`config.mk`:
```
export PLATFORM = sky130hd
export DESIGN_NAME = n1_dsp_arb_flat
export DESIGN_NICKNAME = d
export VERILOG_FILES = /design/src/rtl/n1_dsp_arb_pkg.sv /design/src/rtl/n1_dsp_arb_if.sv /design/src/rtl/n1_dsp_arb_tagpipe.sv /design/src/rtl/n1_dsp_arb.sv /design/src/flat_wrapper.sv
export SDC_FILE = /design/constraint.sdc
export NUM_CORES = 1
export LEC_CHECK = 0
export BUFFER_PORTS_ARGS = -buffer_cell sky130_fd_sc_hd__buf_2
export CAP_MARGIN = 15
export CORE_AREA = 4 4 129 131
export DETAILED_ROUTE_END_ITERATION = 7
export DIE_AREA = 0 0 133 135
export RECOVER_POWER = 100
export SKIP_LAST_GASP = 1
export SLEW_MARGIN = 20
export SYNTH_ARGS = -nofsm -noshare
export SYNTH_HDL_FRONTEND = slang
export SYNTH_SLANG_ARGS = --single-unit
```
`constraint.sdc`:
```
create_clock -name clk_i -period 1 [get_ports clk_i]
set_input_delay 0.05 -clock clk_i [delete_from_list [all_inputs] [get_ports clk_i]]
set_output_delay 0.05 -clock clk_i [all_outputs]
set_load 0.02 [all_outputs]
```
`src/rtl/n1_dsp_arb_pkg.sv`:
```
// -----------------------------------------------------------------------------
// n1_dsp_arb_pkg
// Shared types for the N1 DSP arbiter: requester identifiers, the operand
// bundle a requester presents to the DSP cell, and the in-flight tag carried
// down the result pipeline.
// Optional feature macro used by this slice: N1_DSP_ARB_LOCK_EN.
// -----------------------------------------------------------------------------
package n1_dsp_arb_pkg;

    // Requester identity; the encoding doubles as the round-robin pointer.
    typedef enum logic {
        ALU  = 1'b0,
        PAGU = 1'b1
    } req_id_t;

    // Everything the DSP cell needs for one operation.
    typedef struct packed {
        logic        sub_add_b;
        logic        smul_umul_b;
        logic [15:0] add_op0;
        logic [15:0] add_op1;
        logic [15:0] mul_op0;
        logic [15:0] mul_op1;
    } dsp_req_t;

    // One in-flight operation: is it real, and who gets the result.
    typedef struct packed {
        logic    valid;
        req_id_t owner;
    } tag_t;

    localparam int MAX_DSP_LAT = 4;

    function automatic req_id_t other_req(input req_id_t id);
        return (id == ALU) ? PAGU : ALU;
    endfunction

endpackage

```
`src/rtl/n1_dsp_arb_if.sv`:
```
// -----------------------------------------------------------------------------
// n1_dsp_arb_if
// Bundles the requester side (ALU, PAGU) and the DSP-wrapper side of the
// arbiter. Signal names keep the arbiter-relative _i/_o suffixes.
//   slave  : the arbiter's view (requests/operands/DSP results in,
//            grants/acks/results/DSP operands out)
//   master : the surrounding core + DSP wrapper view (mirror image)
// lock_i exists only when N1_DSP_ARB_LOCK_EN is defined.
// -----------------------------------------------------------------------------
interface n1_dsp_arb_if;

    // Requester 0: ALU
    logic        alu_req_i;
    logic        alu_gnt_o;
    logic        alu_sub_add_b_i;
    logic        alu_smul_umul_b_i;
    logic [15:0] alu_add_op0_i;
    logic [15:0] alu_add_op1_i;
    logic [15:0] alu_mul_op0_i;
    logic [15:0] alu_mul_op1_i;
    logic        alu_ack_o;

    // Requester 1: PAGU
    logic        pagu_req_i;
    logic        pagu_gnt_o;
    logic        pagu_sub_add_b_i;
    logic        pagu_smul_umul_b_i;
    logic [15:0] pagu_add_op0_i;
    logic [15:0] pagu_add_op1_i;
    logic [15:0] pagu_mul_op0_i;
    logic [15:0] pagu_mul_op1_i;
    logic        pagu_ack_o;

    // Shared results back to the requesters
    logic [31:0] arb2req_add_res_o;
    logic [31:0] arb2req_mul_res_o;

    // DSP cell side
    logic        arb2dsp_sub_add_b_o;
    logic        arb2dsp_smul_umul_b_o;
    logic [15:0] arb2dsp_add_op0_o;
    logic [15:0] arb2dsp_add_op1_o;
    logic [15:0] arb2dsp_mul_op0_o;
    logic [15:0] arb2dsp_mul_op1_o;
    logic [31:0] dsp2arb_add_res_i;
    logic [31:0] dsp2arb_mul_res_i;

`ifdef N1_DSP_ARB_LOCK_EN
    logic        lock_i;
`endif

    modport slave (
        input  alu_req_i, alu_sub_add_b_i, alu_smul_umul_b_i,
        input  alu_add_op0_i, alu_add_op1_i, alu_mul_op0_i, alu_mul_op1_i,
        input  pagu_req_i, pagu_sub_add_b_i, pagu_smul_umul_b_i,
        input  pagu_add_op0_i, pagu_add_op1_i, pagu_mul_op0_i, pagu_mul_op1_i,
        input  dsp2arb_add_res_i, dsp2arb_mul_res_i,
`ifdef N1_DSP_ARB_LOCK_EN
        input  lock_i,
`endif
        output alu_gnt_o, alu_ack_o, pagu_gnt_o, pagu_ack_o,
        output arb2req_add_res_o, arb2req_mul_res_o,
        output arb2dsp_sub_add_b_o, arb2dsp_smul_umul_b_o,
        output arb2dsp_add_op0_o, arb2dsp_add_op1_o,
        output arb2dsp_mul_op0_o, arb2dsp_mul_op1_o
    );

    modport master (
        output alu_req_i, alu_sub_add_b_i, alu_smul_umul_b_i,
        output alu_add_op0_i, alu_add_op1_i, alu_mul_op0_i, alu_mul_op1_i,
        output pagu_req_i, pagu_sub_add_b_i, pagu_smul_umul_b_i,
        output pagu_add_op0_i, pagu_add_op1_i, pagu_mul_op0_i, pagu_mul_op1_i,
        output dsp2arb_add_res_i, dsp2arb_mul_res_i,
`ifdef N1_DSP_ARB_LOCK_EN
        output lock_i,
`endif
        input  alu_gnt_o, alu_ack_o, pagu_gnt_o, pagu_ack_o,
        input  arb2req_add_res_o, arb2req_mul_res_o,
        input  arb2dsp_sub_add_b_o, arb2dsp_smul_umul_b_o,
        input  arb2dsp_add_op0_o, arb2dsp_add_op1_o,
        input  arb2dsp_mul_op0_o, arb2dsp_mul_op1_o
    );

endinterface

```
`src/rtl/n1_dsp_arb_tagpipe.sv`:
```
// -----------------------------------------------------------------------------
// n1_dsp_arb_tagpipe
// DSP_LAT-deep shift register of {valid, owner} tags that shadows the DSP
// pipeline. The tag leaving the last stage marks the cycle in which the DSP
// result belongs to its owner, and produces that owner's one-cycle ack.
//   clk_i       : clock
//   sync_rst_i  : synchronous active-high reset, drops every in-flight tag
//   issue_tag_i : tag of the operation granted this cycle (valid=0 if none)
//   alu_ack_o   : ALU result valid this cycle
//   pagu_ack_o  : PAGU result valid this cycle
// DSP_LAT outside 1..MAX_DSP_LAT is clamped into that range.
// -----------------------------------------------------------------------------
module n1_dsp_arb_tagpipe
    import n1_dsp_arb_pkg::*;
#(
    parameter int DSP_LAT = 1
) (
    input  logic clk_i,
    input  logic sync_rst_i,
    input  tag_t issue_tag_i,
    output logic alu_ack_o,
    output logic pagu_ack_o
);

    localparam int LAT = (DSP_LAT < 1)           ? 1 :
                         (DSP_LAT > MAX_DSP_LAT) ? MAX_DSP_LAT : DSP_LAT;

    tag_t stage_q [LAT];
    tag_t out_tag;

    // NOTE: sequential state is written with non-blocking assignments so every
    // stage samples its neighbour's pre-edge value and the shift is order-free.
    // NOTE: this small tag array is reset in full because stale valid bits
    // would fire spurious acks; wide data storage would normally skip reset.
    always_ff @(posedge clk_i) begin
        if (sync_rst_i) begin
            for (int i = 0; i < LAT; i++) begin
                stage_q[i] <= '0;
            end
        end else begin
            stage_q[0] <= issue_tag_i;
            for (int i = 1; i < LAT; i++) begin
                stage_q[i] <= stage_q[i-1];
            end
        end
    end

    assign out_tag = stage_q[LAT-1];

    // Acks are suppressed while reset is held so nothing leaks out of a
    // pipeline that is being flushed.
    assign alu_ack_o  = out_tag.valid && !sync_rst_i && (out_tag.owner == ALU);
    assign pagu_ack_o = out_tag.valid && !sync_rst_i && (out_tag.owner == PAGU);

endmodule

```
`src/rtl/n1_dsp_arb.sv`:
```
// -----------------------------------------------------------------------------
// n1_dsp_arb
// Shares the single DSP cell (add/sub + multiply) between the ALU
// (requester 0) and the PAGU (requester 1). Grants are combinational in the
// request cycle, the winner's operands drive the DSP, and the result comes
// back DSP_LAT cycles later with a one-cycle ack to the issuing requester.
//   clk_i      : clock
//   sync_rst_i : synchronous active-high reset
//   bus        : n1_dsp_arb_if.slave (requests, operands, grants, acks,
//                shared results, DSP operand/result signals)
// Parameters:
//   DSP_LAT : DSP result latency in cycles, 1..4
//   RR_EN   : 1 = round-robin on contention, 0 = ALU always wins
// Optional feature macro N1_DSP_ARB_LOCK_EN: adds bus.lock_i, letting a
// granted requester keep the DSP across consecutive cycles.
// -----------------------------------------------------------------------------
module n1_dsp_arb
    import n1_dsp_arb_pkg::*;
#(
    parameter int DSP_LAT = 1,
    parameter bit RR_EN   = 1'b1
) (
    input  logic        clk_i,
    input  logic        sync_rst_i,
    n1_dsp_arb_if.slave bus
);

    dsp_req_t alu_req;
    dsp_req_t pagu_req;
    dsp_req_t dsp_req;
    req_id_t  ptr_q;        // requester that wins the next tie
    logic     gnt_valid;
    req_id_t  gnt_id;
    tag_t     issue_tag;
    logic     alu_ack;
    logic     pagu_ack;

    assign alu_req = '{
        sub_add_b:   bus.alu_sub_add_b_i,
        smul_umul_b: bus.alu_smul_umul_b_i,
        add_op0:     bus.alu_add_op0_i,
        add_op1:     bus.alu_add_op1_i,
        mul_op0:     bus.alu_mul_op0_i,
        mul_op1:     bus.alu_mul_op1_i
    };

    assign pagu_req = '{
        sub_add_b:   bus.pagu_sub_add_b_i,
        smul_umul_b: bus.pagu_smul_umul_b_i,
        add_op0:     bus.pagu_add_op0_i,
        add_op1:     bus.pagu_add_op1_i,
        mul_op0:     bus.pagu_mul_op0_i,
        mul_op1:     bus.pagu_mul_op1_i
    };

`ifdef N1_DSP_ARB_LOCK_EN
    logic    lock_q;
    req_id_t lock_owner_q;
    logic    lock_hold;

    // A lock only sticks while its owner keeps requesting; dropping req
    // releases it in the same cycle.
    assign lock_hold = lock_q &&
                       ((lock_owner_q == PAGU) ? bus.pagu_req_i : bus.alu_req_i);
`endif

    // Grant decision. Nothing is granted while reset is held.
    always_comb begin
        // NOTE: every combinational output gets a default first so no path
        // leaves it unassigned and no latch is inferred.
        gnt_valid = 1'b0;
        gnt_id    = ALU;
        if (!sync_rst_i) begin
            if (bus.alu_req_i && bus.pagu_req_i) begin
                gnt_valid = 1'b1;
                if (RR_EN) begin
                    gnt_id = ptr_q;
                end else begin
                    gnt_id = ALU;
                end
            end else if (bus.alu_req_i) begin
                gnt_valid = 1'b1;
                gnt_id    = ALU;
            end else if (bus.pagu_req_i) begin
                gnt_valid = 1'b1;
                gnt_id    = PAGU;
            end
`ifdef N1_DSP_ARB_LOCK_EN
            // The owner is requesting here, so gnt_valid is already set.
            if (lock_hold) begin
                gnt_id = lock_owner_q;
            end
`endif
        end
    end

    // After any grant the other requester becomes the favourite.
    always_ff @(posedge clk_i) begin
        if (sync_rst_i) begin
            ptr_q <= ALU;
        end else if (gnt_valid) begin
            ptr_q <= other_req(gnt_id);
        end
    end

`ifdef N1_DSP_ARB_LOCK_EN
    // lock_i is only meaningful alongside a grant; a cycle without a grant
    // always clears the lock.
    always_ff @(posedge clk_i) begin
        if (sync_rst_i) begin
            lock_q       <= 1'b0;
            lock_owner_q <= ALU;
        end else begin
            lock_q <= gnt_valid && bus.lock_i;
            if (gnt_valid) begin
                lock_owner_q <= gnt_id;
            end
        end
    end
`endif

    // Operand mux: an idle DSP sees +0 and unsigned *0.
    always_comb begin
        dsp_req = '0;
        if (gnt_valid) begin
            dsp_req = (gnt_id == PAGU) ? pagu_req : alu_req;
        end
    end

    assign bus.alu_gnt_o  = gnt_valid && (gnt_id == ALU);
    assign bus.pagu_gnt_o = gnt_valid && (gnt_id == PAGU);

    assign bus.arb2dsp_sub_add_b_o   = dsp_req.sub_add_b;
    assign bus.arb2dsp_smul_umul_b_o = dsp_req.smul_umul_b;
    assign bus.arb2dsp_add_op0_o     = dsp_req.add_op0;
    assign bus.arb2dsp_add_op1_o     = dsp_req.add_op1;
    assign bus.arb2dsp_mul_op0_o     = dsp_req.mul_op0;
    assign bus.arb2dsp_mul_op1_o     = dsp_req.mul_op1;

    assign issue_tag = '{valid: gnt_valid, owner: gnt_id};

    n1_dsp_arb_tagpipe #(
        .DSP_LAT (DSP_LAT)
    ) u_tagpipe (
        .clk_i       (clk_i),
        .sync_rst_i  (sync_rst_i),
        .issue_tag_i (issue_tag),
        .alu_ack_o   (alu_ack),
        .pagu_ack_o  (pagu_ack)
    );

    assign bus.alu_ack_o  = alu_ack;
    assign bus.pagu_ack_o = pagu_ack;

    // Results pass through only in an ack cycle so requesters never see
    // another requester's or a flushed operation's data.
    assign bus.arb2req_add_res_o = (alu_ack || pagu_ack) ? bus.dsp2arb_add_res_i : 32'h0;
    assign bus.arb2req_mul_res_o = (alu_ack || pagu_ack) ? bus.dsp2arb_mul_res_i : 32'h0;

endmodule

```
`src/flat_wrapper.sv`:
```
// flat-port wrapper written by rule: the top's interface ports become plain ports
module n1_dsp_arb_flat import n1_dsp_arb_pkg::*;
#(
    parameter int DSP_LAT = 1,
    parameter bit RR_EN   = 1'b1
)
  (clk_i, sync_rst_i, bus_alu_req_i, bus_alu_sub_add_b_i, bus_alu_smul_umul_b_i, bus_alu_add_op0_i, bus_alu_add_op1_i, bus_alu_mul_op0_i, bus_alu_mul_op1_i, bus_pagu_req_i, bus_pagu_sub_add_b_i, bus_pagu_smul_umul_b_i, bus_pagu_add_op0_i, bus_pagu_add_op1_i, bus_pagu_mul_op0_i, bus_pagu_mul_op1_i, bus_dsp2arb_add_res_i, bus_dsp2arb_mul_res_i, bus_alu_gnt_o, bus_alu_ack_o, bus_pagu_gnt_o, bus_pagu_ack_o, bus_arb2req_add_res_o, bus_arb2req_mul_res_o, bus_arb2dsp_sub_add_b_o, bus_arb2dsp_smul_umul_b_o, bus_arb2dsp_add_op0_o, bus_arb2dsp_add_op1_o, bus_arb2dsp_mul_op0_o, bus_arb2dsp_mul_op1_o);
  n1_dsp_arb_if bus_i ();
  input  logic clk_i;
  input  logic sync_rst_i;
  input wire logic [$bits(bus_i.alu_req_i)-1:0] bus_alu_req_i;
  input wire logic [$bits(bus_i.alu_sub_add_b_i)-1:0] bus_alu_sub_add_b_i;
  input wire logic [$bits(bus_i.alu_smul_umul_b_i)-1:0] bus_alu_smul_umul_b_i;
  input wire logic [$bits(bus_i.alu_add_op0_i)-1:0] bus_alu_add_op0_i;
  input wire logic [$bits(bus_i.alu_add_op1_i)-1:0] bus_alu_add_op1_i;
  input wire logic [$bits(bus_i.alu_mul_op0_i)-1:0] bus_alu_mul_op0_i;
  input wire logic [$bits(bus_i.alu_mul_op1_i)-1:0] bus_alu_mul_op1_i;
  input wire logic [$bits(bus_i.pagu_req_i)-1:0] bus_pagu_req_i;
  input wire logic [$bits(bus_i.pagu_sub_add_b_i)-1:0] bus_pagu_sub_add_b_i;
  input wire logic [$bits(bus_i.pagu_smul_umul_b_i)-1:0] bus_pagu_smul_umul_b_i;
  input wire logic [$bits(bus_i.pagu_add_op0_i)-1:0] bus_pagu_add_op0_i;
  input wire logic [$bits(bus_i.pagu_add_op1_i)-1:0] bus_pagu_add_op1_i;
  input wire logic [$bits(bus_i.pagu_mul_op0_i)-1:0] bus_pagu_mul_op0_i;
  input wire logic [$bits(bus_i.pagu_mul_op1_i)-1:0] bus_pagu_mul_op1_i;
  input wire logic [$bits(bus_i.dsp2arb_add_res_i)-1:0] bus_dsp2arb_add_res_i;
  input wire logic [$bits(bus_i.dsp2arb_mul_res_i)-1:0] bus_dsp2arb_mul_res_i;
  output wire logic [$bits(bus_i.alu_gnt_o)-1:0] bus_alu_gnt_o;
  output wire logic [$bits(bus_i.alu_ack_o)-1:0] bus_alu_ack_o;
  output wire logic [$bits(bus_i.pagu_gnt_o)-1:0] bus_pagu_gnt_o;
  output wire logic [$bits(bus_i.pagu_ack_o)-1:0] bus_pagu_ack_o;
  output wire logic [$bits(bus_i.arb2req_add_res_o)-1:0] bus_arb2req_add_res_o;
  output wire logic [$bits(bus_i.arb2req_mul_res_o)-1:0] bus_arb2req_mul_res_o;
  output wire logic [$bits(bus_i.arb2dsp_sub_add_b_o)-1:0] bus_arb2dsp_sub_add_b_o;
  output wire logic [$bits(bus_i.arb2dsp_smul_umul_b_o)-1:0] bus_arb2dsp_smul_umul_b_o;
  output wire logic [$bits(bus_i.arb2dsp_add_op0_o)-1:0] bus_arb2dsp_add_op0_o;
  output wire logic [$bits(bus_i.arb2dsp_add_op1_o)-1:0] bus_arb2dsp_add_op1_o;
  output wire logic [$bits(bus_i.arb2dsp_mul_op0_o)-1:0] bus_arb2dsp_mul_op0_o;
  output wire logic [$bits(bus_i.arb2dsp_mul_op1_o)-1:0] bus_arb2dsp_mul_op1_o;
  assign bus_i.alu_req_i = bus_alu_req_i;
  assign bus_i.alu_sub_add_b_i = bus_alu_sub_add_b_i;
  assign bus_i.alu_smul_umul_b_i = bus_alu_smul_umul_b_i;
  assign bus_i.alu_add_op0_i = bus_alu_add_op0_i;
  assign bus_i.alu_add_op1_i = bus_alu_add_op1_i;
  assign bus_i.alu_mul_op0_i = bus_alu_mul_op0_i;
  assign bus_i.alu_mul_op1_i = bus_alu_mul_op1_i;
  assign bus_i.pagu_req_i = bus_pagu_req_i;
  assign bus_i.pagu_sub_add_b_i = bus_pagu_sub_add_b_i;
  assign bus_i.pagu_smul_umul_b_i = bus_pagu_smul_umul_b_i;
  assign bus_i.pagu_add_op0_i = bus_pagu_add_op0_i;
  assign bus_i.pagu_add_op1_i = bus_pagu_add_op1_i;
  assign bus_i.pagu_mul_op0_i = bus_pagu_mul_op0_i;
  assign bus_i.pagu_mul_op1_i = bus_pagu_mul_op1_i;
  assign bus_i.dsp2arb_add_res_i = bus_dsp2arb_add_res_i;
  assign bus_i.dsp2arb_mul_res_i = bus_dsp2arb_mul_res_i;
  assign bus_alu_gnt_o = bus_i.alu_gnt_o;
  assign bus_alu_ack_o = bus_i.alu_ack_o;
  assign bus_pagu_gnt_o = bus_i.pagu_gnt_o;
  assign bus_pagu_ack_o = bus_i.pagu_ack_o;
  assign bus_arb2req_add_res_o = bus_i.arb2req_add_res_o;
  assign bus_arb2req_mul_res_o = bus_i.arb2req_mul_res_o;
  assign bus_arb2dsp_sub_add_b_o = bus_i.arb2dsp_sub_add_b_o;
  assign bus_arb2dsp_smul_umul_b_o = bus_i.arb2dsp_smul_umul_b_o;
  assign bus_arb2dsp_add_op0_o = bus_i.arb2dsp_add_op0_o;
  assign bus_arb2dsp_add_op1_o = bus_i.arb2dsp_add_op1_o;
  assign bus_arb2dsp_mul_op0_o = bus_i.arb2dsp_mul_op0_o;
  assign bus_arb2dsp_mul_op1_o = bus_i.arb2dsp_mul_op1_o;
  n1_dsp_arb #(.DSP_LAT(DSP_LAT), .RR_EN(RR_EN)) u_core (.clk_i(clk_i), .sync_rst_i(sync_rst_i), .bus(bus_i));
endmodule
```
Yosys cells after proc, flatten, opt, wreduce, memory -nomap -nowiden
Memories as Yosys holds them, arrays and structs flattened.
Cells that the tools add are included.
{"block": "totals", "latch_bits": 0, "word_cells": 30, "ramBits": 2, "output_inout_bits": 134, "ff_bits": 1, "rom_bits": 0, "mem_count": 1, "input_bits": 200}
{"block": "op_classes", "shifts": 0, "n_reduce_logical": 9, "add_sub_neg": 0, "order_cmp": 0, "n_div": 0, "multipliers": 0, "muxes": 17, "bitwise_logic": 2, "n_eq_ne": 0}
{"name": "u_core.u_tagpipe.stage_q", "words": 1, "word_bits": 2, "read_ports": 1, "rd_clocked_by_memory_dff": 0, "wr": 1, "line": "n1_dsp_arb_tagpipe.sv:28", "source": "tag_t stage_q [LAT];"}
{"cell": "2-to-1 mux 66 bit", "count": 2}
{"cell": "2-to-1 mux 32 bit", "count": 2}
{"cell": "2-to-1 mux 1 bit", "count": 12}
{"cell": "logical AND 1 bit", "count": 6}
{"cell": "2-to-1 mux 2 bit", "count": 1}
{"cell": "inverter 1 bit", "count": 2}
{"cell": "OR reduction 2 bit", "count": 1}
{"cell": "zero test 1 bit", "count": 1}
{"cell": "logical OR 1 bit", "count": 1}

Logic depth before layout (Yosys ltp)
{"block": "depth", "word_depth": 6, "depth_mapped": 6, "ltp_nobuf": 3}

Modules after synthesis
Synthesis repeated with hierarchy kept, for this count alone.
{"block": "hier_totals", "hier_cells": 251, "area_unflattened_um2": 1635.3}
{"mod": "n1_dsp_arb", "area_per_inst_um2": 1560.2, "instances": 1, "cells_per_inst": 245, "seq_area_each_um2": 20.0}
{"mod": "n1_dsp_arb_tagpipe", "area_per_inst_um2": 75.1, "instances": 1, "cells_per_inst": 6, "seq_area_each_um2": 40.0}

Worst setup path after synthesis
No wires, ideal clock.
{"block": "synth_path", "path_kind": "register to output", "startpoint": "register u_core.ptr_q", "endpoint": "output port bus_arb2dsp_add_op1_o[0]", "slack_ns": -0.276, "path_buffers": 2, "path_stages_with_launch": 6, "t_arrival_ns": 1.226, "cell_sequence": "dfxtp_1 > nand2b_1 > buf_4 > buf_2 > a32oi_1 > nor2_1"}
{"block": "synth_between", "elab_chain_cells": 4}
{"item": "start: declaration", "line": "n1_dsp_arb.sv:31", "source": "req_id_t ptr_q;"}
{"item": "start signal: assignment", "line": "n1_dsp_arb.sv:102", "source": "ptr_q <= other_req(gnt_id);"}
{"item": "2-to-1 mux 1 bit", "line": "n1_dsp_arb.sv:74", "source": "if (bus.alu_req_i && bus.pagu_req_i) begin"}
{"item": "2-to-1 mux 1 bit", "line": "n1_dsp_arb.sv:73", "source": "if (!sync_rst_i) begin"}
{"item": "2-to-1 mux 66 bit", "line": "n1_dsp_arb.sv:126", "source": "dsp_req = (gnt_id == PAGU) ? pagu_req : alu_req;"}
{"item": "2-to-1 mux 66 bit", "line": "n1_dsp_arb.sv:125", "source": "if (gnt_valid) begin"}
{"item": "end: declaration", "line": "flat_wrapper.sv:36", "source": "output wire logic [$bits(bus_i.arb2dsp_add_op1_o)-1:0] bus_arb2dsp_add_op1_o;"}
Every way passes these cells.

Final worst setup path
{"block": "layout_path", "startpoint": "register u_core.ptr_q", "endpoint": "output port bus_arb2dsp_mul_op1_o[2]"}
{"block": "layout_between", "elab_chain_cells": 4}
{"item": "2-to-1 mux 1 bit", "line": "n1_dsp_arb.sv:74"}
{"item": "2-to-1 mux 1 bit", "line": "n1_dsp_arb.sv:73"}
{"item": "2-to-1 mux 66 bit", "line": "n1_dsp_arb.sv:126"}
{"item": "2-to-1 mux 66 bit", "line": "n1_dsp_arb.sv:125"}
{"item": "end: declaration", "line": "flat_wrapper.sv:38", "source": "output wire logic [$bits(bus_i.arb2dsp_mul_op1_o)-1:0] bus_arb2dsp_mul_op1_o;"}
Every way passes these cells.

==> run_results.csv <==
group,metric,value,unit
cts,clk_latency,220,ps
cts,clockRootBuffer,"clkbuf_16",
run_status,violations,"setup timing",
global_routing,grt_max_degree,67,
yosys,yosysTopAreaCellShare,37.2,%
place,hpwl,9.78,mm
final_layout,drive_above_1_share,90.8,%
global_routing,grt_overflow,0,
place,dpl_worst_slack,-228,ps
yosys,synth_edf_count,0,
detailed_routing,drt_pass1_iterations,4,
cts,clk_path_buf_depth,2,
yosys,yosys-top-cells-area,"a32oi_1 37%, and2_1 27%, nor2_1 17%, dfxtp_1 3.9%, clkbuf_1 3.6%",
setup_path,cp_top_family,"buffers and inverters",
yosys,synth-seq-area-share,3.86,%
final_layout,final_cell_count_no_fill,813,
timing,final.setup_skew,0.644,ps
setup_path,required,950,ps
cts,postCtsHoldBufs,0,
detailed_routing,drc,0,
timing,setup-violations-final,135,
setup_path,crit_path_start_kind,"flip-flop",
pwr,vdd_ir_drop_max,0.000422,V
pwr,p_leak,2.56,nW
setup_path,critical_path_arrival,1410,ps
run_status,status,"complete, but fails checks",
cts,cts_buffers,3,
timing,min_period,1460,ps
final_layout,fill_cells,1616,
setup_path,crit_slowest_cell,"dfxtp_2",
floorplan,start_util,9.97,%
worst_hold_path,hp-class,"in -> reg",
detailed_routing,vias,3449,
job,maxCapViolations,0,
setup_path,crit_fanout,7,
setup_path,crit_chain,"a21boi_4, buf_12, clkbuf_16, a32oi_1, nor2_2, buf_4",
final_layout,final_util,33.9,%
floorplan,die_w,133,microns
pwr,powerDensity,638,mW/mm^2
floorplan,die_area,0.0180,sq mm
timing,fin_tns_setup,-49290,ps
timing,slew_headroom,77.8,%
yosys,ys_seq_elements,3,
cts,cts_tree,"yes",
floorplan,core-area,0.0156,sq mm
final_layout,nNetsFinal,798,
place,port_buffers,333,
yosys,synth_top_area_cell,"a32oi_1",
timing,max_freq,685,MHz
setup_path,critPathCaptureType,"output pin",
yosys,post_synth_inst_count,250,
yosys,yosysWarnings,0,
cts,htreeDepth,1,
yosys,syn_area,0.00156,sq mm
setup_path,crit_buf_inv,3,
global_routing,grt_pass1_vias,3272,
yosys,ys_async_sr_fraction,0,%
yosys,synth_common_cells,"71 x nor2_1, 66 x a32oi_1, 66 x and2_1",
floorplan,die_h,135,microns
yosys,synth_area_per_cell,6.22,sq um
yosys,yosysUniqueCellTypes,15,
timing,timing.final.crit_share,146,%
detailed_routing,drt-vias-per-instance,4.24,
global_routing,grt_util_all_layers,12.0,%
detailed_routing,drtIter0Drc,101,
timing,worstMarginPinSlew,333,ps
timing,hold_violations,0,
global_routing,antenna_found_initial,4,
final_layout,synthToLayoutAreaGrowth,240,%
floorplan,num_rows,46,
place,dp_cells,786,
final_layout,diodes,0,
setup_path,slowest_delay,370,ps
timing,setup_slack,-459,ps
cts,clock-sinks,3,
setup_path,critical_path_class,"reg -> out",
global_routing,grt_pass1_wl,17.3,mm
timing,report.final.slew_viol_count,0,
timing,rsz0062_at_grt,"yes",
detailed_routing,drt.antenna.violating_nets,0,
floorplan,pin_count,334,
cts,clkTransAtPathRegs,30,ps
yosys,syn_nets,450,
yosys,synth_top_flop_cell,"dfxtp_1",
yosys,yosysMostFrequentCell,"nor2_1",
detailed_routing,drt_wl_total,15.0,mm
place,gp_congestion,0.704,
detailed_routing,post_drt_wl_per_cell,18.5,microns
-- state kept, by name, indices dropped and copies added, names as in the netlist --
signal and cells:
u_core.u_tagpipe.stage_q 2, u_core.ptr_q 1
-- layout by cell type, fill, tap and decap left out --
cell type and count:
nor2b_4 2, buf_6 80, clkbuf_16 13, a32oi_1 35, nor3_1 1, nor2_4 1, a21boi_4 1, buf_16 3
clkbuf_1 1, nor3b_2 1, clkbuf_2 1, buf_4 66, nand2_1 1, nor2_1 4, dfxtp_1 1, nor2_2 66
a32oi_2 31, and2_1 12, and2_2 14, buf_8 4, and2_4 40, buf_12 9, nand2b_4 2, buf_2 206
dfxtp_2 2
-- worst paths after layout --
| kind | endpoint | from | slack, ps | cells after the start |
|---|---|---|---|---|
| worst max-delay path | bus_arb2dsp_mul_op1_o[2] | u_core.ptr_q | -460 | 6 |
| worst min register to register | u_core.ptr_q | u_core.ptr_q | 530 | 2 |
| worst max register to register | u_core.u_tagpipe.stage_q[0][0] | u_core.ptr_q | -170 | 5 |
| worst min-delay path | u_core.u_tagpipe.stage_q[0][0] | sync_rst_i | 200 | 3 |
-- tightest hold or removal path, delay by kind of cell --
kind                   cells  cell delay (ps)
buffers and inverters      2              280
AND/OR/NAND/NOR            1               50
-- metal layers --
metal | vias to the layer above | part of all wire, % | global-route usage [%]
met5 | - | 0.27 | 0
met4 | 6 | 1.2 | 2.77
met3 | 18 | 10 | 3.54
met2 | 230 | 54 | 22.4
met1 | 1577 | 35 | 13.4
li1 | 1618 | - | -
-- metrics by stage --
step                hold WS, ps  cell area, sq um  power, mW
floorplan                   171              1810       1.15
global placement            418              3790       1.95
detailed placement          418              3790       1.96
CTS                         198              4150       2.80
global route                211              5290       3.55
finish                      200              5290       3.38
-- power by group --
| part | internal, mW | switching (mW) |
|---|---|---|
| clock network | 0.526 | 0.111 |
| logic | 1.33 | 1.27 |
| registers | 0.130 | 0.00941 |
-- area by class of cell --
class	instances	area, sq um	share of cell area, %
Clock buffer	4	78.8	1.49
Timing Repair Buffer	379	3010	56.8
Tap cell	216	270	5.11
Sequential cell	3	62.6	1.18
Multi-Input combinational cell	211	1880	35.4
-- cell families after synthesis --
logic type,Yosys count,share of synthesized area (%)
AND/OR/NAND/NOR,143,46.4
buffers and inverters,37,11.8
flip-flops,3,3.86
AO/OA/AOI/OAI,67,37.9
-- repair_timing --
action / in CTS / in global routing
setup buffers: 2 / 4
pin swaps: 1 / 49
resized for setup: 56 / 243
endpoints found under the hold margin: 0 / 0
cloned: 3 / 16
endpoints found under the setup margin: 135 / 135
Power figures use the tool's default switching activity.
